## src/rtl/ysyx_23060221_wbu_pkg.sv

```systemverilog
// Shared types and constants for the write-back stage.
// FSM encoding, the captured EXU bundle and fixed indices.
package ysyx_23060221_wbu_pkg;

    localparam int XLEN_D = 32;
    localparam logic [31:0] RESET_PC = 32'h8000_0000;
    localparam logic [4:0] A0_IDX = 5'd10;

    typedef enum logic [1:0] {
        S_IDLE    = 2'd0,
        S_COMMIT  = 2'd1,
        S_HANDOFF = 2'd2,
        S_HALT    = 2'd3
    } state_t;

    typedef struct packed {
        logic [XLEN_D-1:0] wd;
        logic [4:0]        rd;
        logic              regwrite;
        logic [XLEN_D-1:0] pc;
        logic [XLEN_D-1:0] imm;
        logic [XLEN_D-1:0] src1;
        logic              pca;
        logic              pcb;
        logic              ebreak;
    } exu_wbu_t;

endpackage

```

## src/rtl/ysyx_23060221_wbu_if.sv

```systemverilog
// Handshake bundles around the write-back stage.
// in_if: EXU -> WBU result channel; out_if: WBU -> IFU next-PC channel.
interface ysyx_23060221_wbu_in_if;
    logic        EXU_valid;
    logic        WBU_ready;
    logic [31:0] wd;
    logic [4:0]  rd;
    logic        regwrite;
    logic [31:0] pc;
    logic [31:0] imm;
    logic [31:0] src1;
    logic        PCAsrc;
    logic        PCBsrc;
    logic        ebreak;

    modport master (
        output EXU_valid, wd, rd, regwrite, pc, imm, src1,
        output PCAsrc, PCBsrc, ebreak,
        input  WBU_ready
    );
    modport slave (
        input  EXU_valid, wd, rd, regwrite, pc, imm, src1,
        input  PCAsrc, PCBsrc, ebreak,
        output WBU_ready
    );
endinterface

interface ysyx_23060221_wbu_out_if;
    logic        WBU_valid;
    logic        IFU_ready;
    logic [31:0] dnpc;

    modport master (output WBU_valid, dnpc, input IFU_ready);
    modport slave  (input WBU_valid, dnpc, output IFU_ready);
endinterface

```

## src/rtl/ysyx_23060221_gpr.sv

```systemverilog
// Architectural GPR file: 1 write port, 2 async read ports, a0 tap.
// x0 and indices >= NR_GPR read as zero; writes to them are dropped.
module ysyx_23060221_gpr #(
    parameter int NR_GPR = 32,
    parameter int XLEN   = 32
) (
    input  logic            clk,
    input  logic            rst,
    input  logic            we,
    input  logic [4:0]      waddr,
    input  logic [XLEN-1:0] wdata,
    input  logic [4:0]      raddr1,
    input  logic [4:0]      raddr2,
    output logic [XLEN-1:0] rdata1,
    output logic [XLEN-1:0] rdata2,
    output logic [XLEN-1:0] a0
);
    import ysyx_23060221_wbu_pkg::*;

    localparam int AW = $clog2(NR_GPR);
    localparam logic [5:0] NR = 6'(NR_GPR);

    logic [XLEN-1:0] regs [NR_GPR];

    function automatic logic live(input logic [4:0] a);
        return (a != 5'd0) && ({1'b0, a} < NR);
    endfunction

    always_ff @(posedge clk) begin
        if (rst) begin
            for (int i = 0; i < NR_GPR; i++) regs[i] <= '0;
        end else if (we && live(waddr)) begin
            regs[waddr[AW-1:0]] <= wdata;
        end
    end

    // No write bypass: a same-cycle read sees the pre-commit value.
    assign rdata1 = live(raddr1) ? regs[raddr1[AW-1:0]] : '0;
    assign rdata2 = live(raddr2) ? regs[raddr2[AW-1:0]] : '0;
    assign a0     = regs[A0_IDX[AW-1:0]];

endmodule

```

## src/rtl/ysyx_23060221_wbu.sv

```systemverilog
// Write-back stage: commits EXU results, computes next PC, hands it to IFU.
// Ports: exu (EXU handshake), ifu (dnpc handshake), GPR reads, halt, retire_cnt.
module ysyx_23060221_wbu #(
    parameter logic [31:0] RESET_PC = ysyx_23060221_wbu_pkg::RESET_PC,
    parameter int          NR_GPR   = 32,
    parameter int          XLEN     = 32
) (
    input  logic                   clk,
    input  logic                   rst,
    ysyx_23060221_wbu_in_if.slave  exu,
    ysyx_23060221_wbu_out_if.master ifu,
    input  logic [4:0]             raddr1,
    input  logic [4:0]             raddr2,
    output logic [XLEN-1:0]        rdata1,
    output logic [XLEN-1:0]        rdata2,
    output logic                   halt,
    output logic [XLEN-1:0]        halt_code,
    output logic [63:0]            retire_cnt
);
    import ysyx_23060221_wbu_pkg::*;

    state_t state, state_nx;
    exu_wbu_t hold;
    logic [31:0] dnpc_q;
    logic [31:0] base, off, sum, npc;
    logic [XLEN-1:0] a0_cur, a0_post;
    logic gpr_we;

    always_ff @(posedge clk) begin
        if (rst) state <= S_IDLE;
        else     state <= state_nx;
    end

    always_comb begin
        state_nx = state;
        unique case (state)
            S_IDLE:    if (exu.EXU_valid) state_nx = S_COMMIT;
            S_COMMIT:  state_nx = hold.ebreak ? S_HALT : S_HANDOFF;
            S_HANDOFF: if (ifu.IFU_ready) state_nx = S_IDLE;
            S_HALT:    state_nx = S_HALT;
            default:   state_nx = S_IDLE;
        endcase
    end

    assign exu.WBU_ready = (state == S_IDLE);
    assign ifu.WBU_valid = (state == S_HANDOFF);
    assign ifu.dnpc      = dnpc_q;

    // jalr clears bit 0 of the target.
    assign base = hold.pcb ? hold.src1 : hold.pc;
    assign off  = hold.pca ? hold.imm : 32'd4;
    assign sum  = base + off;
    assign npc  = {sum[31:1], sum[0] & ~hold.pcb};

    assign gpr_we  = (state == S_COMMIT) && hold.regwrite;
    assign a0_post = (hold.regwrite && hold.rd == A0_IDX)
                   ? hold.wd : a0_cur;

    always_ff @(posedge clk) begin
        if (rst) begin
            hold       <= '0;
            dnpc_q     <= RESET_PC;
            halt       <= 1'b0;
            halt_code  <= '0;
            retire_cnt <= '0;
        end else begin
            if (state == S_IDLE && exu.EXU_valid) begin
                hold.wd       <= exu.wd;
                hold.rd       <= exu.rd;
                hold.regwrite <= exu.regwrite;
                hold.pc       <= exu.pc;
                hold.imm      <= exu.imm;
                hold.src1     <= exu.src1;
                hold.pca      <= exu.PCAsrc;
                hold.pcb      <= exu.PCBsrc;
                hold.ebreak   <= exu.ebreak;
            end
            if (state == S_COMMIT) begin
                dnpc_q     <= npc;
                retire_cnt <= retire_cnt + 64'd1;
                if (hold.ebreak) begin
                    halt      <= 1'b1;
                    halt_code <= a0_post;
                end
            end
        end
    end

    ysyx_23060221_gpr #(.NR_GPR(NR_GPR), .XLEN(XLEN)) u_gpr (
        .clk    (clk),
        .rst    (rst),
        .we     (gpr_we),
        .waddr  (hold.rd),
        .wdata  (hold.wd),
        .raddr1 (raddr1),
        .raddr2 (raddr2),
        .rdata1 (rdata1),
        .rdata2 (rdata2),
        .a0     (a0_cur)
    );

endmodule

```

## src/flat_wrapper.sv

```systemverilog
// flat-port wrapper written by rule: the top's interface ports become plain ports
module ysyx_23060221_wbu_flat import ysyx_23060221_wbu_pkg::*;
#(
    parameter logic [31:0] RESET_PC = ysyx_23060221_wbu_pkg::RESET_PC,
    parameter int          NR_GPR   = 32,
    parameter int          XLEN     = 32
)
  (clk, rst, raddr1, raddr2, rdata1, rdata2, halt, halt_code, retire_cnt, exu_EXU_valid, exu_wd, exu_rd, exu_regwrite, exu_pc, exu_imm, exu_src1, exu_PCAsrc, exu_PCBsrc, exu_ebreak, exu_WBU_ready, ifu_WBU_valid, ifu_dnpc, ifu_IFU_ready);
  ysyx_23060221_wbu_in_if exu_i ();
  ysyx_23060221_wbu_out_if ifu_i ();
  input  logic clk;
  input  logic rst;
  input  logic [4:0] raddr1;
  input  logic [4:0] raddr2;
  output logic [XLEN-1:0] rdata1;
  output logic [XLEN-1:0] rdata2;
  output logic halt;
  output logic [XLEN-1:0] halt_code;
  output logic [63:0] retire_cnt;
  input wire logic [$bits(exu_i.EXU_valid)-1:0] exu_EXU_valid;
  input wire logic [$bits(exu_i.wd)-1:0] exu_wd;
  input wire logic [$bits(exu_i.rd)-1:0] exu_rd;
  input wire logic [$bits(exu_i.regwrite)-1:0] exu_regwrite;
  input wire logic [$bits(exu_i.pc)-1:0] exu_pc;
  input wire logic [$bits(exu_i.imm)-1:0] exu_imm;
  input wire logic [$bits(exu_i.src1)-1:0] exu_src1;
  input wire logic [$bits(exu_i.PCAsrc)-1:0] exu_PCAsrc;
  input wire logic [$bits(exu_i.PCBsrc)-1:0] exu_PCBsrc;
  input wire logic [$bits(exu_i.ebreak)-1:0] exu_ebreak;
  output wire logic [$bits(exu_i.WBU_ready)-1:0] exu_WBU_ready;
  output wire logic [$bits(ifu_i.WBU_valid)-1:0] ifu_WBU_valid;
  output wire logic [$bits(ifu_i.dnpc)-1:0] ifu_dnpc;
  input wire logic [$bits(ifu_i.IFU_ready)-1:0] ifu_IFU_ready;
  assign exu_i.EXU_valid = exu_EXU_valid;
  assign exu_i.wd = exu_wd;
  assign exu_i.rd = exu_rd;
  assign exu_i.regwrite = exu_regwrite;
  assign exu_i.pc = exu_pc;
  assign exu_i.imm = exu_imm;
  assign exu_i.src1 = exu_src1;
  assign exu_i.PCAsrc = exu_PCAsrc;
  assign exu_i.PCBsrc = exu_PCBsrc;
  assign exu_i.ebreak = exu_ebreak;
  assign exu_WBU_ready = exu_i.WBU_ready;
  assign ifu_WBU_valid = ifu_i.WBU_valid;
  assign ifu_dnpc = ifu_i.dnpc;
  assign ifu_i.IFU_ready = ifu_IFU_ready;
  ysyx_23060221_wbu #(.RESET_PC(RESET_PC), .NR_GPR(NR_GPR), .XLEN(XLEN)) u_core (.clk(clk), .rst(rst), .exu(exu_i), .ifu(ifu_i), .raddr1(raddr1), .raddr2(raddr2), .rdata1(rdata1), .rdata2(rdata2), .halt(halt), .halt_code(halt_code), .retire_cnt(retire_cnt));
endmodule
```

## config.mk

```make
export PLATFORM = sky130hd
export DESIGN_NAME = ysyx_23060221_wbu_flat
export DESIGN_NICKNAME = d
export VERILOG_FILES = /design/src/rtl/ysyx_23060221_wbu_pkg.sv /design/src/rtl/ysyx_23060221_wbu_if.sv /design/src/rtl/ysyx_23060221_gpr.sv /design/src/rtl/ysyx_23060221_wbu.sv /design/src/flat_wrapper.sv
export SDC_FILE = /design/constraint.sdc
export NUM_CORES = 2
export LEC_CHECK = 0
export BUFFER_PORTS_ARGS = -buffer_cell sky130_fd_sc_hd__buf_4
export CORE_ASPECT_RATIO = 1.2
export CORE_MARGIN = 1
export CORE_UTILIZATION = 45
export CTS_BUF_LIST = sky130_fd_sc_hd__clkbuf_8
export CTS_CLUSTER_DIAMETER = 60
export DETAILED_ROUTE_END_ITERATION = 12
export RECOVER_POWER = 25
export SLEW_MARGIN = 25
export SYNTH_ARGS = -nofsm -noshare
export SYNTH_HDL_FRONTEND = slang
export SYNTH_SLANG_ARGS = --single-unit
```

## constraint.sdc

```tcl
create_clock -name clk -period 4.78 [get_ports clk]
set_clock_uncertainty 0.2 [all_clocks]
set_input_delay 0.239 -clock clk [delete_from_list [all_inputs] [get_ports clk]]
set_output_delay 0.239 -clock clk [all_outputs]
set_load 0.02 [all_outputs]
```

==> impl_metrics.json <==
{
  "status": "complete, but fails checks",
  "violations": "capacitance limit, slew limit",
  "grt_setup_unrepaired": "false",
  "synth_fa_ha_area_share_pct": 0.636,
  "numClockSinks": 1292,
  "required_ns": 5.34,
  "whs_ns": 0.223,
  "tns_ns": 0,
  "synth_flop_cell": "edfxtp_1",
  "synth-edff-count": 1024,
  "min_from": "rst",
  "grt_start_max_net_pins": 134,
  "start_util_pct": 45.5,
  "num_vias": 45639,
  "ys_seq_elements": 1292,
  "netlist-cell-type-count": 60,
  "clkTransAtPathRegs_ns": 0.07,
  "die-width_um": 352,
  "netlist_area_um2": 66100,
  "relSlewSlack_pct": -132,
  "hold_path_class": "in -> reg",
  "antenna_left": 0,
  "drv_slew": 724,
  "yosysMostFrequentCell": "edfxtp_1",
  "synth_top_area_cell": "edfxtp_1",
  "grt_pass1_wl_mm": 325,
  "htreeDepth": 4,
  "synthXorXnorAreaFrac_pct": 1.10,
  "port_buffers": 345,
  "reg2reg_from": "u_core.state[1]",
  "dp_hpwl_mm": 133,
  "netlist_top_cells_count": "1024 x edfxtp_1, 997 x and2_1, 640 x mux4_2",
  "cp_max_fo": 32,
  "synth_top_family_by_area": "multiplexers",
  "clock_path_buffers": 3,
  "ios": 346,
  "avgSynthCellArea_um2": 13.9,
  "synthToLayoutAreaGrowth_pct": 20.4,
  "globalplace.congestion": 0.883,
  "grt_pass1_vias": 46657,
  "crit_start": "u_core.state[1]",
  "cts_root_buf": "clkbuf_8",
  "yosysWarnings": 0,
  "cts_tree": "built",
  "design.die.area_um2": 148000,
  "min_period_ns": 4.47,
  "firstDrtPassIters": 6,
  "synth.area.mux_share_pct": 23.3,
  "fin_cells": 7653,
  "synthArstFlopShare_pct": 0,
  "setup_viol": 0,
  "nFillCells": 11682,
  "dp_cells": 6760,
  "viasPerCell": 5.96,
  "clkLatencyLatePin_ns": 0.95,
  "final_hold_viol_count": 0,
  "p_per_area_nw_per_um2": 321,
  "drive_gt1_share_pct": 24.1,
  "cp-end-kind": "flop",
  "fmax_mhz": 224,
  "pre_cts_slack_ns": 0.870,
  "synth_compound_area_share_pct": 2.87,
  "fin_area_um2": 79600,
  "postPlaceCellArea_um2": 71300,
  "first_iter_violations": 5391,
  "grt_remaining_overflow": 0,
  "post_drt_wl_per_cell_um": 29.7,
  "tightest_slew_ns": 3.49,
  "critPathKind": "reg -> reg",
  "maxCapViolCount": 20,
  "cts-resized-gates": 0,
  "vdd_drop_max_v": 0.000319,
  "core_um2": 145000,
  "drc": 0,
  "ys_top_cells_by_area": "edfxtp_1 47%, mux4_2 22%, and2_1 9.4%",
  "start_kind": "flop",
  "nNetsFinal": 5712,
  "leakage_nw": 29.5,
  "yosysTopAreaCellShare_pct": 46.5,
  "antenna_found_initial": 7,
  "worstPathArrival_ns": 5.03,
  "wl_mm": 228,
  "finalCritPeriodShare_pct": 93.5,
  "worst_slack_ns": 0.311,
  "dieHeight_um": 422,
  "synth_simple_gate_area_share_pct": 14.6,
  "postSynthCellCount": 4751,
  "seq_area_frac_synth_pct": 54.6,
  "numCtsBuffers": 215,
  "grt.total_usage_pct": 30.5,
  "rows": 153
}
==> stage by stage <==
stage               power [mW]  utilization, %
floorplan                 14.7               -
global placement          16.0            49.1
detailed placement        16.1            49.1
CTS                       25.7            55.2
global route              26.3            54.8
finish                    25.6            54.8
==> worst max-delay path: stages, from the launching register on <==
cell and delay, ns:
dfxtp_1 0.35, nand2b_1 0.17, nor2_1 0.30, nand4_1 0.16, clkbuf_1 0.47, nor2_4 0.21, clkbuf_1 2.07, and2_1 0.32
==> layer usage <==
layer | vias to the layer above | part of all wire [%] | GRT usage [%]
li1 | 19231 | - | -
met2 | 2580 | 48 | 50.5
met3 | 498 | 9.5 | 6.42
met5 | - | 0.0057 | 0
met1 | 23328 | 37 | 38.0
met4 | 2 | 5.1 | 14.7
==> registers in the layout, indices dropped and copies added, names as in the netlist <==
name / cells
u_core.halt_code: 32
u_core.u_gpr.regs: 1024
u_core.hold: 137
u_core.ifu.dnpc: 32
u_core.halt: 1
u_core.retire_cnt: 64
u_core.state: 2
==> final timing paths <==
kind	end	slack [ns]	cells past startpoint
worst min-delay path	u_core.ifu.dnpc[24]	0.22	5
worst max-delay path	u_core.u_gpr.regs[3][11]	0.31	7
worst min register to register	u_core.ifu.dnpc[26]	0.27	2
worst max register to register	u_core.u_gpr.regs[3][11]	0.31	7
==> layout make-up <==
class	instances	area, um^2	area share (%)
inverters	40	150	0.189
multi-input cells	3001	28500	35.7
repair buffers	978	8420	10.6
clock inverters	157	691	0.867
clock buffers	243	3340	4.20
flip-flops and latches	1292	36100	45.4
well taps	1937	2420	3.04
diodes	5	12.5	0.0157
==> placed cells by master (no fill, tap or decap), types with 7 or more instances in the layout <==
cell type,count
a21o_1,14
a21oi_1,192
a311oi_1,33
and2_0,145
and2_1,851
and3_1,7
and4_1,7
buf_12,30
buf_4,301
clkbuf_1,149
clkbuf_8,244
clkinv_1,38
clkinv_2,17
conb_1,32
dfxtp_1,253
dfxtp_2,15
dlygate4sd3_1,488
edfxtp_1,1024
ha_1,32
inv_1,128
mux2_2,31
mux2i_1,66
mux4_2,640
nand2_1,426
nand3_1,32
nand4_1,22
nor2_1,177
nor2_2,10
nor2_4,23
nor3_1,9
o21a_1,10
o21ai_0,41
or2_0,7
or2_2,24
or3_1,12
xnor2_1,32
xor2_1,51
==> cells by family after synthesis <==
| logic type | count (synthesis) |
|---|---|
| adders and majority gates | 33 |
| and+or+nand+nor | 1793 |
| buffers and inverters | 489 |
| AOI/OAI and AO/OA | 323 |
| DFF | 1292 |
| other | 1 |
| muxes | 737 |
| xor gates and xnor gates | 83 |
==> repair_timing <==
item / CTS / global route
endpoints found under the hold margin: 308 / 0
hold buffers: 488 / 0
buffers inserted: 0 / 0
setup endpoints to repair: 0 / 0
==> power by group <==
part / switching (mW) / internal [mW] / total (mW)
Clock: 4.70 / 4.64 / 9.34
Combinational: 1.88 / 1.55 / 3.44
Sequential: 0.313 / 12.5 / 12.8
(Power assumes the default switching activity.)
